--- src/rtl/debug_uart_pkg.sv ---
// ---------------------------------------------------------------------------
// debug_uart_pkg : shared constants, byte-FSM encoding and checksum helper
// Revision: 1.0
// ---------------------------------------------------------------------------
`default_nettype none

package debug_uart_pkg;

    localparam logic [7:0] DEFAULT_SYNC_BYTE = 8'hA5;
    localparam int         FRAME_BYTES       = 9;

    localparam logic [1:0] ST_IDLE  = 2'b00;
    localparam logic [1:0] ST_START = 2'b01;
    localparam logic [1:0] ST_DATA  = 2'b10;
    localparam logic [1:0] ST_STOP  = 2'b11;

    // Element [i] holds debug_port(i+1).
    typedef logic [6:0][7:0] port_bytes_t;

    function automatic logic [7:0] calc_checksum(input port_bytes_t b);
        logic [7:0] sum;
        sum = 8'h00;
        for (int i = 0; i < 7; i++) begin
            sum = sum + b[i];
        end
        return sum;
    endfunction

endpackage

`default_nettype wire

--- src/rtl/uart_tx_byte.sv ---
// ---------------------------------------------------------------------------
// uart_tx_byte : 8N1 byte serializer with 16-bit baud down-counter
// Revision: 1.0
// ---------------------------------------------------------------------------
`default_nettype none

module uart_tx_byte
    import debug_uart_pkg::*;
#(
    parameter int unsigned CLKS_PER_BIT = 434
) (
    input  logic       clk,
    input  logic       nreset,
    input  logic       load,
    input  logic [7:0] data_in,
    output logic       ready,
    output logic       tx
);

    localparam logic [15:0] BAUD_RELOAD = 16'(CLKS_PER_BIT - 1);

    logic [1:0]  state_q,   state_d;
    logic [15:0] baud_q,    baud_d;
    logic [2:0]  bit_idx_q, bit_idx_d;
    logic [7:0]  shift_q,   shift_d;
    logic        tx_q,      tx_d;
    logic        bit_end;

    assign bit_end = (baud_q == 16'd0);
    // Accepting a byte in the last stop-bit cycle keeps bytes back-to-back.
    assign ready   = (state_q == ST_IDLE) || ((state_q == ST_STOP) && bit_end);
    assign tx      = tx_q;

    always_comb begin
        state_d   = state_q;
        baud_d    = baud_q;
        bit_idx_d = bit_idx_q;
        shift_d   = shift_q;
        tx_d      = tx_q;
        if (ready && load) begin
            state_d   = ST_START;
            shift_d   = data_in;
            baud_d    = BAUD_RELOAD;
            bit_idx_d = 3'd0;
            tx_d      = 1'b0;
        end else if (state_q != ST_IDLE) begin
            if (!bit_end) begin
                baud_d = baud_q - 16'd1;
            end else begin
                baud_d = BAUD_RELOAD;
                case (state_q)
                    ST_START: begin
                        state_d   = ST_DATA;
                        bit_idx_d = 3'd0;
                        tx_d      = shift_q[0];
                        shift_d   = {1'b0, shift_q[7:1]};
                    end
                    ST_DATA: begin
                        if (bit_idx_q == 3'd7) begin
                            state_d = ST_STOP;
                            tx_d    = 1'b1;
                        end else begin
                            bit_idx_d = bit_idx_q + 3'd1;
                            tx_d      = shift_q[0];
                            shift_d   = {1'b0, shift_q[7:1]};
                        end
                    end
                    default: begin
                        state_d = ST_IDLE;
                        tx_d    = 1'b1;
                    end
                endcase
            end
        end
    end

    always_ff @(posedge clk or negedge nreset) begin
        if (!nreset) begin
            state_q   <= ST_IDLE;
            baud_q    <= 16'd0;
            bit_idx_q <= 3'd0;
            shift_q   <= 8'h00;
            tx_q      <= 1'b1;
        end else begin
            state_q   <= state_d;
            baud_q    <= baud_d;
            bit_idx_q <= bit_idx_d;
            shift_q   <= shift_d;
            tx_q      <= tx_d;
        end
    end

endmodule

`default_nettype wire

--- src/rtl/debug_port_uart_tx.sv ---
// ---------------------------------------------------------------------------
// debug_port_uart_tx : snapshots seven debug ports per trigger, sends framed
// Revision: 1.0        packet SYNC, port1..7, CHK over 8N1 UART
// ---------------------------------------------------------------------------
`default_nettype none

module debug_port_uart_tx
    import debug_uart_pkg::*;
#(
    parameter int unsigned CLKS_PER_BIT = 434,
    parameter logic [7:0]  SYNC_BYTE    = DEFAULT_SYNC_BYTE
) (
    input  logic       clk,
    input  logic       nreset,
    input  logic [7:0] debug_port1,
    input  logic [7:0] debug_port2,
    input  logic [7:0] debug_port3,
    input  logic [7:0] debug_port4,
    input  logic [7:0] debug_port5,
    input  logic [7:0] debug_port6,
    input  logic [7:0] debug_port7,
    input  logic       trigger,
    output logic       tx,
    output logic       busy,
    output logic       frame_done,
    output logic [7:0] overrun_count
);

    localparam logic [3:0] LAST_BYTE = 4'(FRAME_BYTES - 1);

    port_bytes_t snap_q,       snap_d;
    logic [7:0]  chk_q,        chk_d;
    logic [3:0]  byte_idx_q,   byte_idx_d;
    logic        busy_q,       busy_d;
    logic        frame_done_q, frame_done_d;
    logic [7:0]  overrun_q,    overrun_d;

    port_bytes_t ports_in;
    logic [7:0]  frame_bytes [0:FRAME_BYTES-1];
    logic [3:0]  next_idx;
    logic        byte_load;
    logic        byte_ready;
    logic [7:0]  byte_data;

    assign ports_in = {debug_port7, debug_port6, debug_port5, debug_port4,
                       debug_port3, debug_port2, debug_port1};
    assign next_idx = byte_idx_q + 4'd1;

    always_comb begin
        frame_bytes[0] = SYNC_BYTE;
        for (int i = 0; i < 7; i++) begin
            frame_bytes[i+1] = snap_q[i];
        end
        frame_bytes[FRAME_BYTES-1] = chk_q;
    end

    always_comb begin
        snap_d       = snap_q;
        chk_d        = chk_q;
        byte_idx_d   = byte_idx_q;
        busy_d       = busy_q;
        frame_done_d = 1'b0;
        overrun_d    = overrun_q;
        byte_load    = 1'b0;
        byte_data    = SYNC_BYTE;
        if (!busy_q) begin
            if (trigger) begin
                snap_d     = ports_in;
                chk_d      = calc_checksum(ports_in);
                byte_idx_d = 4'd0;
                busy_d     = 1'b1;
                byte_load  = 1'b1;
            end
        end else begin
            if (trigger && (overrun_q != 8'hFF)) begin
                overrun_d = overrun_q + 8'd1;
            end
            if (byte_ready) begin
                if (byte_idx_q < LAST_BYTE) begin
                    byte_load  = 1'b1;
                    byte_idx_d = next_idx;
                    byte_data  = frame_bytes[next_idx];
                end else begin
                    busy_d       = 1'b0;
                    frame_done_d = 1'b1;
                end
            end
        end
    end

    always_ff @(posedge clk or negedge nreset) begin
        if (!nreset) begin
            snap_q       <= '0;
            chk_q        <= 8'h00;
            byte_idx_q   <= 4'd0;
            busy_q       <= 1'b0;
            frame_done_q <= 1'b0;
            overrun_q    <= 8'h00;
        end else begin
            snap_q       <= snap_d;
            chk_q        <= chk_d;
            byte_idx_q   <= byte_idx_d;
            busy_q       <= busy_d;
            frame_done_q <= frame_done_d;
            overrun_q    <= overrun_d;
        end
    end

    uart_tx_byte #(
        .CLKS_PER_BIT (CLKS_PER_BIT)
    ) u_byte (
        .clk     (clk),
        .nreset  (nreset),
        .load    (byte_load),
        .data_in (byte_data),
        .ready   (byte_ready),
        .tx      (tx)
    );

    assign busy          = busy_q;
    assign frame_done    = frame_done_q;
    assign overrun_count = overrun_q;

endmodule

`default_nettype wire

--- config.mk ---
export PLATFORM = sky130hd
export DESIGN_NAME = debug_port_uart_tx
export DESIGN_NICKNAME = d
export VERILOG_FILES = /design/src/rtl/debug_uart_pkg.sv /design/src/rtl/uart_tx_byte.sv /design/src/rtl/debug_port_uart_tx.sv
export SDC_FILE = /design/constraint.sdc
export NUM_CORES = 1
export LEC_CHECK = 0
export ABC_AREA = 1
export CORE_AREA = 2 2 114 116
export CTS_CLUSTER_DIAMETER = 120
export DETAILED_ROUTE_END_ITERATION = 8
export DIE_AREA = 0 0 116 118
export PLACE_DENSITY = 0.84
export SYNTH_ARGS = -nofsm -noshare
export SYNTH_HDL_FRONTEND = slang
export SYNTH_SLANG_ARGS = --single-unit
--- constraint.sdc ---
create_clock -name clk -period 2.4 [get_ports clk]
set_input_delay 0.6 -clock clk [delete_from_list [all_inputs] [get_ports clk]]
set_output_delay 0.6 -clock clk [all_outputs]
set_load 0.005 [all_outputs]
==> impl_metrics.env <==
export IMPL_clk_latency_ns=0.37
export IMPL_path_delay_family="adder cells"
export IMPL_setup_tns_final_ns=-7.32
export IMPL_synth_fa_ha_area_frac=0.130
export IMPL_ant_nets=0
export IMPL_drv_slew=0
export IMPL_startpoint_type="primary input"
export IMPL_worst_slack_ns=-1.35
export IMPL_synth_simple_area_share=0.247
export IMPL_violations="setup timing"
export IMPL_critPathMaxFanout=5
export IMPL_crit_buf_inv=3
export IMPL_ios=70
export IMPL_r2r_start="byte_idx_q[0]$_DFFE_PN0P_"
export IMPL_layout_drive_gt1_share=0.184
export IMPL_ys_flop_type="dfrtp_1"
export IMPL_synth_compound_area_frac=0.0975
export IMPL_cp_slowest_cell="fa_1"
export IMPL_synth_top_family_by_area="simple AND/OR/NAND/NOR gates"
export IMPL_clock_tree_buffer_depth=2
export IMPL_rsz0062_at_grt="yes"
export IMPL_synth_xor_xnor_area_share=0.0311
export IMPL_min_path_type="in2async"
export IMPL_slew_limit_headroom=0.678
export IMPL_synth_async_sr_flop_share=1.00
export IMPL_syn_cell_area_um2=6750
export IMPL_outcome="finished with violations"
export IMPL_n_antenna_cell=0
export IMPL_p_per_area_nw_per_um2=737
export IMPL_crit_path_start="debug_port4[3]"
export IMPL_portBuffers=69
export IMPL_grt_pass1_wl_um=32100
export IMPL_antenna_found_initial=0
export IMPL_dp_hpwl_um=11400
export IMPL_routed_via_density=5.36
export IMPL_ir_drop_mv=0.581
export IMPL_synth_edf_count=0
export IMPL_cts_hold_buf=0
export IMPL_die_y_um=118
export IMPL_initial_core_util=0.544
export IMPL_fin_crit_sh=1.56
export IMPL_coreArea_um2=12400
export IMPL_cp_end_kind="flop"
export IMPL_cts_root_buf="clkbuf_16"
export IMPL_grt_pass1_vias=6633
export IMPL_die_w_um=116
export IMPL_cts_tree="done"
export IMPL_fin_crit_ns=3.75
export IMPL_ys_warn_count=0
export IMPL_multiInputGateArea_um2=3590
export IMPL_yosysSeqAreaShare=0.400
export IMPL_max_cap_violations=0
export IMPL_drtPass1Iterations=5
export IMPL_cts_max_level=3
export IMPL_dr_total_vias=6316
export IMPL_max_freq_ghz=0.267
export IMPL_tightestPinTransition_ns=0.480
export IMPL_grt_total_usage=0.301
export IMPL_syn_instance_count=869
export IMPL_fin_nets=1111
export IMPL_post_route_drc_count=0
export IMPL_grt_max_degree=65
export IMPL_rows=41
export IMPL_path_class="in2reg"
export IMPL_p_leak_nw=4.60
export IMPL_area_delta_synth_final_pct=26.9
export IMPL_final_cell_mix="292 x nand2_1, 107 x dfrtp_1, 97 x inv_1"
export IMPL_synthesis_nets=979
export IMPL_design_area_um2=8570
export IMPL_overflow=0
export IMPL_post_drt_wl_per_cell_um=15.6
export IMPL_cp_required_ns=2.64
export IMPL_clock_skew_ns=0.0117
export IMPL_cts_sinks=108
export IMPL_ys_seq_elements=108
export IMPL_synth_cell_type_count=39
export IMPL_dieArea_um2=13700
export IMPL_dpl_cell_area_um2=7960
export IMPL_cp_cell_sequence="buf_6 > fa_1 > inv_2 > fa_1 > fa_1 > inv_2 > fa_1 > ha_4 > a21oi_4 > nand2_2 > nand2_4 > nand2_2 > a21oi_2 > xor2_1 > o21ai_1"
export IMPL_syn_avg_cell_area_um2=7.77
export IMPL_regArea_um2=2700
export IMPL_synth_mux_area_fraction=0.00167
export IMPL_cts_buffers=9
export IMPL_drt_total_wl_um=18300
export IMPL_worstPathArrival_ns=3.99
export IMPL_setup_viol=7
export IMPL_power_mw=6.31
export IMPL_final_common_cell="nand2_1"
export IMPL_cts_clk_slew_worst_paths_ns=0.08
export IMPL_finalHoldViolCount=0
export IMPL_drt_iter0_markers=524
export IMPL_path_common_cell="fa_1"
export IMPL_fillers=962
export IMPL_worst_path_largest_cell_delay_ns=0.59
export IMPL_gp_congestion=0.885
stage by stage:
| stage | utilization | worst slack, ns | hold WS [ns] | instances |
|---|---|---|---|---|
| finish | 0.690 | -1.35 | 0.179 | 1178 |
| global route | 0.690 | -1.44 | 0.215 | 1178 |
| CTS | 0.702 | -1.36 | 0.207 | 1199 |
| detailed placement | 0.641 | -2.16 | 0.459 | 1127 |
| global placement | 0.641 | -2.09 | 0.454 | 1127 |
| floorplan | - | -1.38 | 0.304 | 869 |
layer usage:
metal  up-vias  part of all wire  GRT usage
li1       2960                 -          -
met1      2992              0.40      0.379
met2       278              0.48      0.473
met3        86             0.068     0.0705
met4         0             0.050      0.170
met5         -                 0          0
what timing repair did:
action / 4_1_cts / 5_1_grt
pin swaps: 42 / 24
setup endpoints to repair: 7 / 9
hold endpoints to repair: 0 / 0
gates resized for setup: 115 / 26
buffers inserted: 56 / 2
layout make-up:
| type | count | share of cell area |
|---|---|---|
| clock buffers | 10 | 0.0267 |
| clock inverters | 6 | 0.00803 |
| inverters | 126 | 0.0567 |
| multi-input cells | 605 | 0.419 |
| flip-flops and latches | 108 | 0.316 |
| well taps | 172 | 0.0251 |
| repair buffers | 151 | 0.149 |
Yosys cell counts (6+ instances only):
| library cell | instances | area share |
|---|---|---|
| nand2_1 | 298 | 0.17 |
| a21oi_1 | 25 | 0.019 |
| xnor2_1 | 8 | 0.010 |
| dfrtp_1 | 107 | 0.40 |
| nand4_1 | 8 | 0.0074 |
| nor2_1 | 48 | 0.027 |
| xor2_1 | 16 | 0.021 |
| clkbuf_1 | 16 | 0.0089 |
| o21ai_0 | 69 | 0.051 |
| ha_1 | 19 | 0.035 |
| fa_1 | 32 | 0.095 |
| nand3_1 | 47 | 0.035 |
| inv_1 | 123 | 0.068 |
| buf_2 | 9 | 0.0067 |
| o211ai_1 | 6 | 0.0067 |
final timing paths:
path	end	slack, ns	cells after the start
max reg2reg	u_byte.shift_q[5]$_DFFE_PN0P_	0.22	12
min reg2reg	u_byte.shift_q[7]$_DFFE_PN0P_	0.47	2
min in group clk	frame_bytes[35]$_DFFE_PN0P_	0.43	3
max in group asynchronous	u_byte.tx$_DFFE_PN1P_	1.56	2
max	chk_q[6]$_DFFE_PN0P_	-1.35	15
min	frame_bytes[49]$_DFFE_PN0P_	0.18	1
power by group:
group | switching, mW | internal (mW)
sequential | 0.139 | 1.98
clock | 0.725 | 0.820
combinational | 1.29 | 1.35
kinds of logic (layout without fill, tap and decap cells):
| group | count (synthesis) | in the layout |
|---|---|---|
| and+or+nand+nor | 414 | 414 |
| buffers and inverters | 156 | 293 |
| AOI/OAI and AO/OA | 115 | 115 |
| DFF | 108 | 108 |
| adders and majority gates | 51 | 51 |
| xor gates and xnor gates | 24 | 24 |
| muxes | 1 | 1 |
state kept, by name, indices dropped and copies added (netlist names):
| register | cells |
|---|---|
| byte_idx_q | 4 |
| frame_bytes | 56 |
| u_byte.shift_q | 8 |
| chk_q | 8 |
| u_byte.baud_q | 16 |
| u_byte.state_q | 2 |
| frame_done | 1 |
| u_byte.bit_idx_q | 3 |
| u_byte.tx | 1 |
| overrun_count | 8 |
| busy | 1 |
Note: power is estimated with default switching activity, not from simulation.
